$ cat config.mk
export PLATFORM = sky130hd
export DESIGN_NAME = udp_cmd_fifo_reader_flat
export DESIGN_NICKNAME = d
export VERILOG_FILES = /design/src/rtl/udp_cmd_fifo_reader_if.sv /design/src/rtl/udp_cmd_fifo_reader.sv /design/src/flat_wrapper.sv
export SDC_FILE = /design/constraint.sdc
export NUM_CORES = 1
export LEC_CHECK = 0
export CORE_UTILIZATION = 51
export DETAILED_ROUTE_END_ITERATION = 8
export GPL_ROUTABILITY_DRIVEN = 0
export PLACE_DENSITY = 0.92
export SYNTH_ARGS = -nofsm -noshare
export SYNTH_HDL_FRONTEND = slang
export SYNTH_SLANG_ARGS = --single-unit
$ cat constraint.sdc
create_clock -name clk -period 4.18 [get_ports clk]
set_input_delay 0.836 -clock clk [delete_from_list [all_inputs] [get_ports clk]]
set_output_delay 0.836 -clock clk [all_outputs]
set_load 0.005 [all_outputs]
$ cat src/rtl/udp_cmd_fifo_reader_if.sv
// FIFO read port and command bus bundle for the UDP command FIFO reader.
interface udp_cmd_fifo_reader_if #(
    parameter int unsigned DATA_WIDTH = 32
);
    logic                  fifo_rd_en;
    logic [DATA_WIDTH:0]   fifo_rd_data;
    logic                  fifo_rd_empty;
    logic                  cmd_valid;
    logic                  cmd_ready;
    logic                  cmd_wr;
    logic [DATA_WIDTH-1:0] cmd_addr;
    logic [DATA_WIDTH-1:0] cmd_wdata;
    logic                  cmd_last;
    logic                  busy;
    logic                  err_pulse;
    logic [7:0]            err_cnt;

    modport master (
        output fifo_rd_en,
        input  fifo_rd_data,
        input  fifo_rd_empty,
        output cmd_valid,
        input  cmd_ready,
        output cmd_wr,
        output cmd_addr,
        output cmd_wdata,
        output cmd_last,
        output busy,
        output err_pulse,
        output err_cnt
    );

    modport slave (
        input  fifo_rd_en,
        output fifo_rd_data,
        output fifo_rd_empty,
        input  cmd_valid,
        output cmd_ready,
        input  cmd_wr,
        input  cmd_addr,
        input  cmd_wdata,
        input  cmd_last,
        input  busy,
        input  err_pulse,
        input  err_cnt
    );
endinterface

$ cat src/rtl/udp_cmd_fifo_reader.sv
// Pops framed words from the UDP command FIFO and issues per-beat register
// write/read requests on a valid/ready command bus.
module udp_cmd_fifo_reader #(
    parameter int unsigned DATA_WIDTH = 32,
    parameter int unsigned LEN_WIDTH  = 8,
    parameter int unsigned ADDR_STEP  = 4
) (
    input  logic clk,
    input  logic tb_rst,
    udp_cmd_fifo_reader_if.master bus
);
    localparam logic [2:0] S_IDLE  = 3'd0;
    localparam logic [2:0] S_ADDR  = 3'd1;
    localparam logic [2:0] S_DATA  = 3'd2;
    localparam logic [2:0] S_ISSUE = 3'd3;
    localparam logic [2:0] S_DRAIN = 3'd4;

    localparam logic [7:0] OP_WR = 8'h01;
    localparam logic [7:0] OP_RD = 8'h02;

    logic [2:0]            state_q,  state_d;
    logic                  rd_en_q,  rd_en_d;
    logic                  pend_q,   pend_d;
    logic                  wr_q,     wr_d;
    logic [LEN_WIDTH-1:0]  len_q,    len_d;
    logic [LEN_WIDTH-1:0]  beat_q,   beat_d;
    logic [DATA_WIDTH-1:0] addr_q,   addr_d;
    logic [DATA_WIDTH-1:0] wdata_q,  wdata_d;
    logic                  valid_q,  valid_d;
    logic                  last_q,   last_d;
    logic                  busy_q,   busy_d;
    logic                  err_q,    err_d;
    logic [7:0]            errcnt_q, errcnt_d;

    logic                  sop;
    logic [7:0]            opcode;
    logic                  take_hdr;
    logic                  fetch_ok;

    assign sop    = bus.fifo_rd_data[DATA_WIDTH];
    assign opcode = bus.fifo_rd_data[DATA_WIDTH-1 -: 8];

    // Framing FSM; pend_q marks the cycle in which a fetched word is captured.
    always_comb begin
        state_d  = state_q;
        wr_d     = wr_q;
        len_d    = len_q;
        beat_d   = beat_q;
        addr_d   = addr_q;
        wdata_d  = wdata_q;
        err_d    = 1'b0;
        take_hdr = 1'b0;
        pend_d   = rd_en_q;

        case (state_q)
            S_IDLE: begin
                if (pend_q) begin
                    if (sop) take_hdr = 1'b1;
                    else     err_d    = 1'b1;
                end
            end
            S_ADDR: begin
                if (pend_q) begin
                    if (!sop) begin
                        addr_d  = bus.fifo_rd_data[DATA_WIDTH-1:0];
                        state_d = wr_q ? S_DATA : S_ISSUE;
                    end else begin
                        err_d    = 1'b1;
                        take_hdr = 1'b1;
                    end
                end
            end
            S_DATA: begin
                if (pend_q) begin
                    if (!sop) begin
                        wdata_d = bus.fifo_rd_data[DATA_WIDTH-1:0];
                        state_d = S_ISSUE;
                    end else begin
                        err_d    = 1'b1;
                        take_hdr = 1'b1;
                    end
                end
            end
            S_ISSUE: begin
                if (valid_q && bus.cmd_ready) begin
                    beat_d = beat_q + LEN_WIDTH'(1);
                    addr_d = addr_q + DATA_WIDTH'(ADDR_STEP);
                    if (last_q)    state_d = S_IDLE;
                    else if (wr_q) state_d = S_DATA;
                end
            end
            S_DRAIN: begin
                if (pend_q && sop) take_hdr = 1'b1;
            end
            default: state_d = S_IDLE;
        endcase

        // Header decode, shared by IDLE and every resync path.
        if (take_hdr) begin
            if (opcode == OP_WR || opcode == OP_RD) begin
                wr_d    = (opcode == OP_WR);
                len_d   = bus.fifo_rd_data[LEN_WIDTH-1:0];
                beat_d  = '0;
                wdata_d = '0;
                state_d = S_ADDR;
            end else begin
                err_d   = 1'b1;
                state_d = S_DRAIN;
            end
        end

        fetch_ok = (state_d == S_IDLE) || (state_d == S_ADDR) ||
                   (state_d == S_DATA) || (state_d == S_DRAIN);
        rd_en_d  = fetch_ok && !bus.fifo_rd_empty && !rd_en_q;

        valid_d  = (state_d == S_ISSUE);
        last_d   = (state_d == S_ISSUE) && (beat_d == len_d);
        busy_d   = (state_d != S_IDLE);
        errcnt_d = (err_d && errcnt_q != 8'hFF) ? errcnt_q + 8'd1 : errcnt_q;
    end

    // State and output registers.
    always_ff @(posedge clk or posedge tb_rst) begin
        if (tb_rst) begin
            state_q  <= S_IDLE;
            rd_en_q  <= 1'b0;
            pend_q   <= 1'b0;
            wr_q     <= 1'b0;
            len_q    <= '0;
            beat_q   <= '0;
            addr_q   <= '0;
            wdata_q  <= '0;
            valid_q  <= 1'b0;
            last_q   <= 1'b0;
            busy_q   <= 1'b0;
            err_q    <= 1'b0;
            errcnt_q <= 8'd0;
        end else begin
            state_q  <= state_d;
            rd_en_q  <= rd_en_d;
            pend_q   <= pend_d;
            wr_q     <= wr_d;
            len_q    <= len_d;
            beat_q   <= beat_d;
            addr_q   <= addr_d;
            wdata_q  <= wdata_d;
            valid_q  <= valid_d;
            last_q   <= last_d;
            busy_q   <= busy_d;
            err_q    <= err_d;
            errcnt_q <= errcnt_d;
        end
    end

    assign bus.fifo_rd_en = rd_en_q;
    assign bus.cmd_valid  = valid_q;
    assign bus.cmd_wr     = wr_q;
    assign bus.cmd_addr   = addr_q;
    assign bus.cmd_wdata  = wdata_q;
    assign bus.cmd_last   = last_q;
    assign bus.busy       = busy_q;
    assign bus.err_pulse  = err_q;
    assign bus.err_cnt    = errcnt_q;

endmodule

$ cat src/flat_wrapper.sv
// flat-port wrapper written by rule: the top's interface ports become plain ports
module udp_cmd_fifo_reader_flat 
#(
    parameter int unsigned DATA_WIDTH = 32,
    parameter int unsigned LEN_WIDTH  = 8,
    parameter int unsigned ADDR_STEP  = 4
)
  (clk, tb_rst, bus_fifo_rd_en, bus_fifo_rd_data, bus_fifo_rd_empty, bus_cmd_valid, bus_cmd_ready, bus_cmd_wr, bus_cmd_addr, bus_cmd_wdata, bus_cmd_last, bus_busy, bus_err_pulse, bus_err_cnt);
  udp_cmd_fifo_reader_if #(.DATA_WIDTH(DATA_WIDTH)) bus_i ();
  input  logic clk;
  input  logic tb_rst;
  output wire logic [$bits(bus_i.fifo_rd_en)-1:0] bus_fifo_rd_en;
  input wire logic [$bits(bus_i.fifo_rd_data)-1:0] bus_fifo_rd_data;
  input wire logic [$bits(bus_i.fifo_rd_empty)-1:0] bus_fifo_rd_empty;
  output wire logic [$bits(bus_i.cmd_valid)-1:0] bus_cmd_valid;
  input wire logic [$bits(bus_i.cmd_ready)-1:0] bus_cmd_ready;
  output wire logic [$bits(bus_i.cmd_wr)-1:0] bus_cmd_wr;
  output wire logic [$bits(bus_i.cmd_addr)-1:0] bus_cmd_addr;
  output wire logic [$bits(bus_i.cmd_wdata)-1:0] bus_cmd_wdata;
  output wire logic [$bits(bus_i.cmd_last)-1:0] bus_cmd_last;
  output wire logic [$bits(bus_i.busy)-1:0] bus_busy;
  output wire logic [$bits(bus_i.err_pulse)-1:0] bus_err_pulse;
  output wire logic [$bits(bus_i.err_cnt)-1:0] bus_err_cnt;
  assign bus_fifo_rd_en = bus_i.fifo_rd_en;
  assign bus_i.fifo_rd_data = bus_fifo_rd_data;
  assign bus_i.fifo_rd_empty = bus_fifo_rd_empty;
  assign bus_cmd_valid = bus_i.cmd_valid;
  assign bus_i.cmd_ready = bus_cmd_ready;
  assign bus_cmd_wr = bus_i.cmd_wr;
  assign bus_cmd_addr = bus_i.cmd_addr;
  assign bus_cmd_wdata = bus_i.cmd_wdata;
  assign bus_cmd_last = bus_i.cmd_last;
  assign bus_busy = bus_i.busy;
  assign bus_err_pulse = bus_i.err_pulse;
  assign bus_err_cnt = bus_i.err_cnt;
  udp_cmd_fifo_reader #(.DATA_WIDTH(DATA_WIDTH), .LEN_WIDTH(LEN_WIDTH), .ADDR_STEP(ADDR_STEP)) u_core (.clk(clk), .tb_rst(tb_rst), .bus(bus_i));
endmodule
Word level (Yosys, flattened, before mapping)

Index checks and enable logic that the tools add are counted.

Add/sub/neg operators: 3
Equality and inequality tests: 15
Multiplexer cells: 35
Reductions and logical operators: 21

Operator list:

| operator                                               | number |
|---|---|
| two-way mux 32 bit                                     | 8 |
| case mux 32 bit (2 select lines)                       | 1 |
| two-way mux 8 bit                                      | 6 |
| adder 32 x 3 -> 32 bit (second input constant)         | 1 |
| two-way mux 3 bit                                      | 9 |
| adder 8 x 1 -> 8 bit (second input constant)           | 2 |
| == test 3 x 2 -> 1 bit (second input constant)         | 4 |
| case mux 3 bit (4 select lines)                        | 1 |
| == test 8 x 1 -> 1 bit (second input constant)         | 1 |
| == test 8 x 2 -> 1 bit (second input constant)         | 1 |
| == test 8 bit                                          | 1 |
| two-way mux 1 bit                                      | 8 |
| inequality test 8 bit (second input constant)          | 1 |
| == test 3 x 1 -> 1 bit (second input constant)         | 2 |
| == test 3 bit (second input constant)                  | 2 |
| logical AND 1 bit                                      | 6 |
| zero test 3 bit                                        | 2 |
| logical OR 1 bit                                       | 4 |
| inequality test 2 x 1 -> 1 bit (second input constant) | 2 |
| case mux 1 bit (2 select lines)                        | 2 |
| AND reduction 4 bit                                    | 1 |
| OR reduction 2 bit                                     | 2 |
| nonzero test 3 bit                                     | 1 |
| OR reduction 3 bit                                     | 1 |
| other kinds (4)                                        | 5 |

Flip-flop bits (word level): 98
Output and inout bits: 78
Word-level logic and storage cells: 87

Longest topological paths before layout

Gate-level depths: netlist of run 1.

Depth after elaboration: 11
Depth in mapped cells: 9
Gate-level depth less buffers: 7

Worst setup path before layout of run 1

Ideal clock, no wire load.

Path kind: input to register
From: input bus_fifo_rd_data[27]
To: register u_core.len_q[1]
Data arrival time: 2.193 ns
Data required time: 4.052 ns
Setup slack: 1.859 ns
Cell stages on the path: 5
Buffers on the path: 1
Cells stage by stage: nor4_1 -> nand3_1 -> nor3_2 -> buf_2 -> mux2_1

Longest elaborated chain between the ends: 4

Ends and longest elaborated chain:

| what                                                             | RTL line                   | source |
|---|---|---|
| from (decl)                                                      | flat_wrapper.sv:13         | `input wire logic [$bits(bus_i.fifo_rd_data)-1:0] bus_fifo_rd_data;` |
| == test 8 x 1 -> 1 bit or == test 8 x 2 -> 1 bit (tied branches) | udp_cmd_fifo_reader.sv:100 | `if (opcode == OP_WR \|\| opcode == OP_RD) begin` |
| logical OR 1 bit *                                               | udp_cmd_fifo_reader.sv:100 |  |
| two-way mux 8 bit *                                              | udp_cmd_fifo_reader.sv:100 |  |
| two-way mux 8 bit *                                              | udp_cmd_fifo_reader.sv:99  | `if (take_hdr) begin` |
| via u_core.len_d[1]                                              | udp_cmd_fifo_reader.sv:25  | `logic [LEN_WIDTH-1:0] len_q, len_d;` |
| to (signal assigned)                                             | udp_cmd_fifo_reader.sv:143 | `len_q <= len_d;` |
| to (decl)                                                        | udp_cmd_fifo_reader.sv:25  |  |

Mark *: on every way through the listed nets, which the timed path passes. The rest lies on a longest branch.
A chain may end at the register's enable or synchronous reset.

Worst setup path in the final report of run 1

Ends and elaborated chain as after synthesis.

==> run_results.csv, run 1 <==
group,metric,value,unit
global_routing,grt_pass1_wl,23400,microns
clock_tree,postCtsResizedCells,0,
clock_tree,numCtsBuffers,9,
yosys,syn_inst,547,
worst_setup_path,start_kind,"primary input",
yosys,synth_area,0.00499,sq mm
cells_and_area,drive_gt1_share,7.20,%
cells_and_area,utilization,68.5,%
yosys,synth_simple_gate_area_share,21.6,%
worst_setup_path,crit_required,4430,ps
yosys,syn-num-nets,587,
die,die_h,101,microns
routing,wire_per_inst,18.5,microns
placed_design,io_buffers,114,
cells_and_area,syn_to_final_growth,28.6,%
power_and_ir_drop,p_sw,0.470,mW
status,status,"completed",
cells_and_area,antenna_cells,0,
cells_and_area,nets,688,
cells_and_area,fin_cells,782,
yosys,synthArstFlopShare,100,%
yosys,synth_edf_count,0,
timing,fmax,0.318,GHz
die,io_pins,115,
timing,tightest_slew,1080,ps
yosys,synth_area_leaders,"dfrtp_1 49%, a21oi_1 7.9%, nand2_1 7.5%, nand3_1 2.4%, nor2_1 2.3%",
power_and_ir_drop,internal_power,1.32,mW
power_and_ir_drop,clkPwrFrac,32.7,%
placed_design,placed_area,0.00623,sq mm
power_and_ir_drop,pwr-share-seq,56.4,%
yosys,synth_compound_area_share,17.5,%
worst_hold_path,hp-class,"register to register",
cells_and_area,fin_area,0.00642,sq mm
power_and_ir_drop,p_comb_share,10.9,%
yosys,ys_types,56,
power_and_ir_drop,power_density,279,mW/mm^2
clock_tree,holdBufCountCts,0,
timing,setup_violations,0,
yosys,synthXorXnorAreaFrac,4.56,%
timing,clock_skew,15.1,ps
routing,routed_via_density,6.12,
yosys,synth_common_cells,"100 x nand2_1, 98 x dfrtp_1, 79 x a21oi_1",
clock_tree,clock_latency,380,ps
clock_tree,htree_num_levels,3,
die,die_area,0.0102,sq mm
worst_setup_path,crit_fanout,17,
placed_design,dp_cells,766,
die,initial_core_util,53.3,%
clock_tree,cts_buffer_depth,2,
clock_tree,numClockSinks,98,
global_routing,grt_pass1_vias,4715,
die,rows,35,
timing,hold_ws,415,ps
clock_tree,cts_setup_buffers,0,
worst_setup_path,cp-end-kind,"register",
worst_setup_path,cp.arrival,3390,ps
timing,hold_violations,0,
timing,fin_tns_setup,0,ps
global_routing,track_usage,30.1,%
yosys,yosys_warnings,0,
routing,drc,0,
cells_and_area,n_fill_cell,718,
yosys,ys_ff_latch,98,
routing,firstDrtPassIters,5,
global_routing,use_met3,7.28,%
yosys,yosys.area_share.adder,0.977,%
routing,routed_wirelength,14500,microns
routing,drtAntennaViolNets,0,
global_routing,grt_overflow_total,0,
timing,fin_crit,3140,ps
routing,vias,4786,
power_and_ir_drop,switching_share,26.2,%
global_routing,antenna_found_initial,0,
die,core_area,0.00937,sq mm
global_routing,grt-busiest-layer,"met2",
routing,first_iter_violations,351,
yosys,yosysTopAreaCell,"dfrtp_1",
yosys,synth.most_common_cell,"nand2_1",
cells_and_area,multi_input_area,0.00237,sq mm
yosys,synth_ff_type,"dfrtp_1",
timing,timing.slew.headroom,28.2,%
die,die_w,101,microns
power_and_ir_drop,leakagePower,2.78,nW
timing,fin_crit_sh,75.2,%
yosys,syn_area_per_cell,9.13,sq um
cells_and_area,seqCellArea,0.00245,sq mm
global_routing,grt_start_max_net_pins,72,
worst_setup_path,crit_type,"primary input to register",
placed_design,dp_hpwl,10400,microns
yosys,synth_top_area_share,49.1,%
global_routing,grt_util_met1,36.4,%
power_and_ir_drop,ir_drop,0.000252,V
yosys,ys_seq_area_share,49.1,%
yosys,synth_mux_area_share,2.48,%
job,max_cap_violations,0,
timing,maxSlewViolCount,0,
clock_tree,cts_tree,"yes",
timing,grt_setup_unrepaired,"false",
yosys,synth_top_family_by_area,"simple AND/OR/NAND/NOR gates",
clock_tree,clk_root_buffer_cell,"clkbuf_8",
global_routing,met2_usage,49.5,%
clock_tree,clk_pin_slew,90,ps
layout make-up:
class                      instances  share of cell area [%]
clock buffer                      10                    2.14
clock inverter                     6                   0.779
inverter                           7                   0.448
multi-input combinational        407                    36.9
sequential                        98                    38.2
tap                              129                    2.51
timing repair buffer             125                    19.1
power by group through the flow:
stage | Combinational [mW] | Sequential, mW | Clock [mW]
floorplan | 0.0740 | 1.03 | 0
global placement | 0.189 | 1.03 | 0
detailed placement | 0.195 | 1.03 | 0
CTS | 0.197 | 1.01 | 0.592
global route | 0.212 | 1.02 | 0.635
finish | 0.195 | 1.01 | 0.587
layer usage:
metal	wire, microns	up-vias	share of wire [%]
met5	0	-	0
met4	712	0	4.9
met3	1420	52	9.8
met2	7040	289	49
met1	5310	2299	37
li1	-	2146	-
state kept, by name, indices dropped and copies added, names as in the netlist:
| name | cells |
|---|---|
| u_core.bus.cmd_addr | 32 |
| u_core.bus.cmd_wdata | 32 |
| u_core.beat_q | 8 |
| u_core.bus.err_cnt | 8 |
| u_core.len_q | 8 |
| u_core.state_q | 3 |
| u_core.bus.busy | 1 |
| u_core.bus.cmd_last | 1 |
| u_core.bus.cmd_valid | 1 |
| u_core.bus.cmd_wr | 1 |
| u_core.bus.err_pulse | 1 |
| u_core.bus.fifo_rd_en | 1 |
| u_core.pend_q | 1 |
cell families (layout without fill, tap and decap cells):
family | after synthesis | after routing
and+or+nand+nor | 217 | 217
adders and majority gates | 4 | 4
xor gates and xnor gates | 26 | 26
buffers and inverters | 42 | 148
DFF | 98 | 98
muxes | 11 | 11
AOI/OAI and AO/OA | 149 | 149
critical path: stages:
cell and delay (ps):
clkdlybuf4s50_1 500, nor4_1 590, nand3_1 320, nor3_4 480, buf_4 310, mux2_1 350
layout by cell type, fill, tap and decap left out, drive strengths merged, types with 12 or more instances in the layout:
cell	synthesis	layout
nand3	24	24
a21oi	79	79
and3	14	14
xor2	13	13
xnor2	13	13
dfrtp	98	98
nand2	100	100
clkdlybuf4s50	0	114
nand4	12	12
nor2	31	31
o21ai	30	30
path summary, 6_finish.rpt:
path | startpoint | to | slack, ps | cells after the start
max in group asynchronous | tb_rst | u_core.beat_q[4] | 2440 | 3
hold reg to reg | u_core.bus.fifo_rd_en | u_core.pend_q | 410 | 0
hold / removal | u_core.bus.fifo_rd_en | u_core.pend_q | 410 | 0
min in group asynchronous | tb_rst | u_core.bus.cmd_addr[4] | 1000 | 2
setup reg to reg | u_core.state_q[1] | u_core.bus.cmd_addr[29] | 1360 | 5
setup / recovery | bus_fifo_rd_data[27] | u_core.len_q[1] | 1040 | 6
through the flow:
| step | worst slack [ps] | power [mW] |
|---|---|---|
| 5_1_grt | 902 | 1.86 |
| 2_1_floorplan | 782 | 1.10 |
| 6_report | 1040 | 1.79 |
| 4_1_cts | 1140 | 1.80 |
| 3_5_place_dp | 753 | 1.22 |
| 3_3_place_gp | 831 | 1.22 |
No activity file was read; power rests on OpenSTA's default activity.
==> run 2, diff against run 1 <==
clock period = 3 ns   (was 4.18 ns; I/O delays follow)
==> run 2 against run 1 <==
Effect of this change:
- wire length up 2.3%
- via count is 0.59% higher
- clock power up 45%
- final cell count grew 0.77%
- clock skew rose by 6.0 ps
- core utilization rose by 0.88 points
- combinational power rose by 43%
- sequential power increased by 40%
- non-clock buffer count grew 6
- total power grew 41%
- final area up 1.3%
- global-route usage up 0.32 points
- critical path type unchanged
==> run_results.csv, run 2 (synthesis gave the netlist of run 1 again) <==
group,metric,value,unit
status,status,"completed",
timing,fin_crit,2550,ps
routing,wire_per_inst,18.8,microns
power_and_ir_drop,power_density,390,mW/mm^2
die,die_area,0.0102,sq mm
worst_setup_path,rr_endpoint,"u_core.bus.cmd_last",
timing,setup_violations,0,
worst_setup_path,crit_type,"primary input to register",
cells_and_area,layout_common_cells,"114 x clkdlybuf4s50_1, 100 x nand2_1, 98 x dfrtp_1, 79 x a21oi_1, 31 x nor2_1",
power_and_ir_drop,ir_drop,0.000399,V
routing,firstDrtPassIters,5,
timing,hold_violations,0,
worst_setup_path,cp_common_cell,"buf_4",
timing,grt_setup_unrepaired,"false",
clock_tree,postCtsResizedCells,0,
timing,hold_ws,422,ps
cells_and_area,nets,694,
worst_hold_path,hp-start,"u_core.bus.fifo_rd_en",
placed_design,io_buffers,114,
worst_setup_path,r2r_start,"u_core.state_q[1]",
placed_design,dp_cells,772,
die,rows,35,
placed_design,placed_area,0.00631,sq mm
timing,clock_skew,21.1,ps
worst_setup_path,slowest_delay,480,ps
cells_and_area,syn_to_final_growth,30.3,%
cells_and_area,n_fill_cell,698,
timing,fin_tns_setup,0,ps
cells_and_area,final_common_cell,"clkdlybuf4s50_1",
worst_hold_path,hold_path_depth,0,
timing,fmax,0.391,GHz
clock_tree,holdBufCountCts,0,
clock_tree,numCtsBuffers,9,
die,io_pins,115,
clock_tree,clk_root_buffer_cell,"clkbuf_8",
clock_tree,cts_buffer_depth,2,
routing,vias,4814,
global_routing,antenna_found_initial,0,
cells_and_area,fin_area,0.00650,sq mm
global_routing,grt_pass1_vias,4811,
power_and_ir_drop,leakagePower,2.81,nW
job,max_cap_violations,0,
worst_setup_path,cp-end-kind,"register",
worst_setup_path,crit_start,"bus_fifo_rd_data[26]",
clock_tree,numClockSinks,98,
clock_tree,cts_tree,"yes",
worst_setup_path,crit_fanout,29,
timing,tightest_slew,742,ps
global_routing,grt_overflow_total,0,
cells_and_area,fin_cells,788,
die,core_area,0.00937,sq mm
routing,first_iter_violations,526,
clock_tree,clk_pin_slew,100,ps
timing,setup_ws,445,ps
clock_tree,cts_setup_buffers,0,
placed_design,dp_hpwl,10400,microns
global_routing,track_usage,30.4,%
global_routing,grt_pass1_wl,23700,microns
placed_design,dpl_worst_slack,255,ps
timing,timing.slew.headroom,50.5,%
worst_setup_path,reg2regPathDepth,6,
routing,routed_via_density,6.11,
worst_setup_path,cp_slowest_cell,"clkdlybuf4s50_1",
worst_hold_path,hp-class,"register to register",
worst_setup_path,endpoint,"u_core.len_q[2]",
timing,maxSlewViolCount,0,
clock_tree,clock_latency,370,ps
clock_tree,htree_num_levels,3,
worst_setup_path,crit_chain,"clkdlybuf4s50_1 > nor4_1 > buf_4 > nand3_1 > buf_4 > nor3_4 > buf_12 > mux2_1",
worst_setup_path,start_kind,"primary input",
die,die_h,101,microns
timing,fin_crit_sh,85.2,%
routing,routed_wirelength,14800,microns
worst_setup_path,r2r_slack,560,ps
routing,drtAntennaViolNets,0,
routing,drc,0,
die,initial_core_util,53.3,%
cells_and_area,antenna_cells,0,
worst_setup_path,cp.arrival,2800,ps
global_routing,grt_start_max_net_pins,99,
cells_and_area,drive_gt1_share,8.04,%
worst_setup_path,crit_required,3250,ps
die,die_w,101,microns
==> run 2: cell count changes in the layout (fill, tap and decap cells not counted), sizes merged <==
cell,change
clkinvlp,+1
inv,-1
buf,+6
==> run 2: final cells by class <==
| type | count | area [sq um] | share of cell area, % |
|---|---|---|---|
| multi-input cells | 407 | 2370 | 36.4 |
| clock inverters | 6 | 61.3 | 0.942 |
| flip-flops and latches | 98 | 2450 | 37.7 |
| clock buffers | 10 | 138 | 2.12 |
| repair buffers | 131 | 1290 | 19.9 |
| well taps | 129 | 161 | 2.48 |
| inverters | 7 | 30.0 | 0.462 |
==> run 2: worst max-delay path: cells and delay by family <==
| kind | cells | cell delay, ps |
|---|---|---|
| AND/OR/NAND/NOR | 3 | 740 |
| multiplexers | 1 | 370 |
| buffers and inverters | 4 | 1090 |
==> run 2: worst min-delay path by stage <==
stage / end / slack [ps]
after floorplan: u_core.pend_q / 400
final: u_core.pend_q / 420
after global placement: u_core.pend_q / 390
after global routing: u_core.pend_q / 440
after CTS: u_core.pend_q / 430
after detailed placement: u_core.pend_q / 400
==> run 2: per-stage QoR <==
step / util (%) / power (mW)
3_5_place_dp: 67.3 / 1.71
5_1_grt: 69.4 / 2.64
4_1_cts: 69.4 / 2.55
3_3_place_gp: 67.3 / 1.70
6_report: 69.4 / 2.54
2_1_floorplan: - / 1.53
==> run 2: power by group <==
part | internal (mW) | switching [mW] | total, mW
registers | 1.36 | 0.0479 | 1.41
clock network | 0.343 | 0.508 | 0.851
logic | 0.154 | 0.123 | 0.278
==> run 2: per-layer routing <==
layer	up-vias	part of all wire, %	track usage, %
li1	2157	-	-
met1	2303	37	37.6
met2	300	49	50.1
met3	54	8.3	5.69
met4	0	5.0	17.7
met5	-	0	0
==> run 3, diff against run 2 <==
ABC_AREA = 1   (was not set)
CORE_UTILIZATION = 52   (was 51)
==> run 3 against run 2 <==
Effect of this change:
- flip-flop and latch count is the same
- synthesized cell count rose by 32%
- sequential share of layout area fell by 2.0 points
- worst setup slack gained 160 ps
- critical path type unchanged
- critical endpoint is now u_core.bus.cmd_last
- largest cell class unchanged
- largest power group unchanged
==> run_results.csv, run 3 <==
group,metric,value,unit
status,status,"completed",
yosys,yosysTopAreaCell,"dfrtp_1",
timing,clock_skew,16.5,ps
global_routing,track_usage,26.0,%
cells_and_area,layout_common_cells,"199 x nand2_1, 120 x inv_1, 114 x clkdlybuf4s50_1, 98 x dfrtp_1, 61 x o21ai_0",
worst_setup_path,crit_required,3290,ps
worst_setup_path,cp_common_cell,"nor2_1",
cells_and_area,seqCellArea,0.00245,sq mm
yosys,syn-num-nets,764,
worst_setup_path,start_kind,"primary input",
clock_tree,clk_pin_slew,90,ps
power_and_ir_drop,power_density,598,mW/mm^2
yosys,syn_inst,724,
clock_tree,cts_buffer_depth,2,
die,initial_core_util,54.4,%
routing,routed_wirelength,13700,microns
yosys,ys_seq_area_share,45.5,%
routing,vias,5108,
routing,drtAntennaViolNets,0,
power_and_ir_drop,finalPower,4.11,mW
clock_tree,cts_setup_buffers,0,
clock_tree,htree_num_levels,3,
timing,fmax,0.418,GHz
worst_setup_path,cp-end-kind,"register",
clock_tree,clock_latency,370,ps
yosys,synth_area,0.00539,sq mm
placed_design,dp_cells,957,
die,die_w,104,microns
yosys,yosys_warnings,0,
worst_setup_path,cp.arrival,2690,ps
die,die_h,104,microns
worst_setup_path,crit_chain,"clkdlybuf4s50_1 > nor2_1 > nand3_1 > nor2_8 > nand2_4 > o21ai_2 > nor2_1 > nor3_1 > nand2_1 > nor2_1",
worst_setup_path,cp_slowest_cell,"clkdlybuf4s50_1",
timing,tightest_slew,583,ps
routing,first_iter_violations,326,
timing,grt_setup_unrepaired,"false",
timing,fin_crit_sh,79.8,%
yosys,ys_types,43,
clock_tree,postCtsResizedCells,0,
cells_and_area,final_common_cell,"nand2_1",
die,die_area,0.0108,sq mm
placed_design,dpl_worst_slack,255,ps
clock_tree,numCtsBuffers,9,
timing,setup_ws,607,ps
cells_and_area,antenna_cells,0,
die,io_pins,115,
worst_setup_path,crit_fanout,35,
timing,fin_crit,2390,ps
die,core_area,0.00991,sq mm
yosys,synth.most_common_cell,"nand2_1",
clock_tree,numClockSinks,98,
power_and_ir_drop,ir_drop,0.000342,V
worst_hold_path,hp-class,"register to register",
timing,fin_tns_setup,0,ps
timing,hold_ws,448,ps
global_routing,grt_start_max_net_pins,49,
clock_tree,clk_root_buffer_cell,"clkbuf_8",
clock_tree,cts_tree,"yes",
routing,wire_per_inst,14.0,microns
timing,hold_violations,0,
yosys,synth_top_area_share,45.5,%
power_and_ir_drop,leakagePower,3.54,nW
placed_design,placed_area,0.00668,sq mm
yosys,syn_area_per_cell,7.44,sq um
routing,firstDrtPassIters,5,
worst_setup_path,slowest_delay,470,ps
global_routing,grt_pass1_wl,22700,microns
yosys,synth_area_leaders,"dfrtp_1 46%, nand2_1 14%, inv_1 8.4%, o21ai_0 5.7%, nand3_1 3.8%",
cells_and_area,nets,875,
timing,timing.slew.headroom,61.1,%
global_routing,grt_overflow_total,0,
clock_tree,holdBufCountCts,0,
yosys,synth_common_cells,"199 x nand2_1, 121 x inv_1, 98 x dfrtp_1",
cells_and_area,fin_area,0.00687,sq mm
die,rows,36,
cells_and_area,syn_to_final_growth,27.5,%
cells_and_area,multi_input_area,0.00235,sq mm
global_routing,antenna_found_initial,0,
placed_design,dp_hpwl,9950,microns
routing,routed_via_density,5.25,
routing,drc,0,
timing,maxSlewViolCount,0,
cells_and_area,fin_cells,973,
cells_and_area,n_fill_cell,800,
global_routing,grt_pass1_vias,4766,
yosys,ys_ff_latch,98,
worst_setup_path,crit_type,"primary input to register",
timing,setup_violations,0,
cells_and_area,utilization,69.4,%
job,max_cap_violations,0,
placed_design,io_buffers,114,
yosys,synth_edf_count,0,
yosys,synth_ff_type,"dfrtp_1",
cells_and_area,drive_gt1_share,7.02,%
yosys,synthArstFlopShare,100,%
## run 3: cell type report
type / instances / share of cell area (%)
Clock buffer: 11 / 1.91
Clock inverter: 5 / 0.910
Inverter: 128 / 7.05
Multi-Input combinational cell: 475 / 34.3
Sequential cell: 98 / 35.7
Tap cell: 133 / 2.42
Timing Repair Buffer: 123 / 17.8
## run 3: worst max-delay path, delay by kind of cell
kind	cells	cell delay [ps]
simple gates	8	1330
buf+inv	1	470
compound gates	1	270
## run 3: where the power goes
group | total (mW) | internal [mW] | switching (mW)
Sequential | 1.93 | 1.62 | 0.305
Clock | 0.865 | 0.391 | 0.473
Combinational | 1.32 | 0.772 | 0.545
Total | 4.11 | 2.78 | 1.32
## run 3: worst paths after layout
path | startpoint | to | slack [ps] | cells past startpoint
worst max-delay path | bus_fifo_rd_data[27] | u_core.bus.cmd_last | 610 | 10
worst min-delay path | u_core.bus.fifo_rd_en | u_core.pend_q | 450 | 0
worst max register to register | u_core.bus.cmd_addr[2] | u_core.bus.cmd_addr[30] | 750 | 12
worst min register to register | u_core.bus.fifo_rd_en | u_core.pend_q | 450 | 0
max in group asynchronous | tb_rst | u_core.bus.cmd_addr[16] | 1620 | 3
min in group asynchronous | tb_rst | u_core.bus.cmd_addr[26] | 630 | 2
## run 3: cells by family (layout without fill, tap and decap cells)
kind of cell	after synthesis	after routing	synth area share (%)
buffers and inverters	151	267	10.8
AOI/OAI and AO/OA	127	127	12.6
and+or+nand+nor	323	323	26.4
DFF	98	98	45.5
muxes	5	5	1.04
adders and majority gates	3	3	0.697
xor gates and xnor gates	17	17	2.90
## run 3: per-layer routing
metal / wire length (microns) / global-route usage [%] / vias to the layer above
met5: 0 / 0 / -
met4: 333 / 10.3 / 0
met3: 951 / 4.72 / 27
met2: 6410 / 40.8 / 208
met1: 5980 / 35.8 / 2365
li1: - / - / 2508
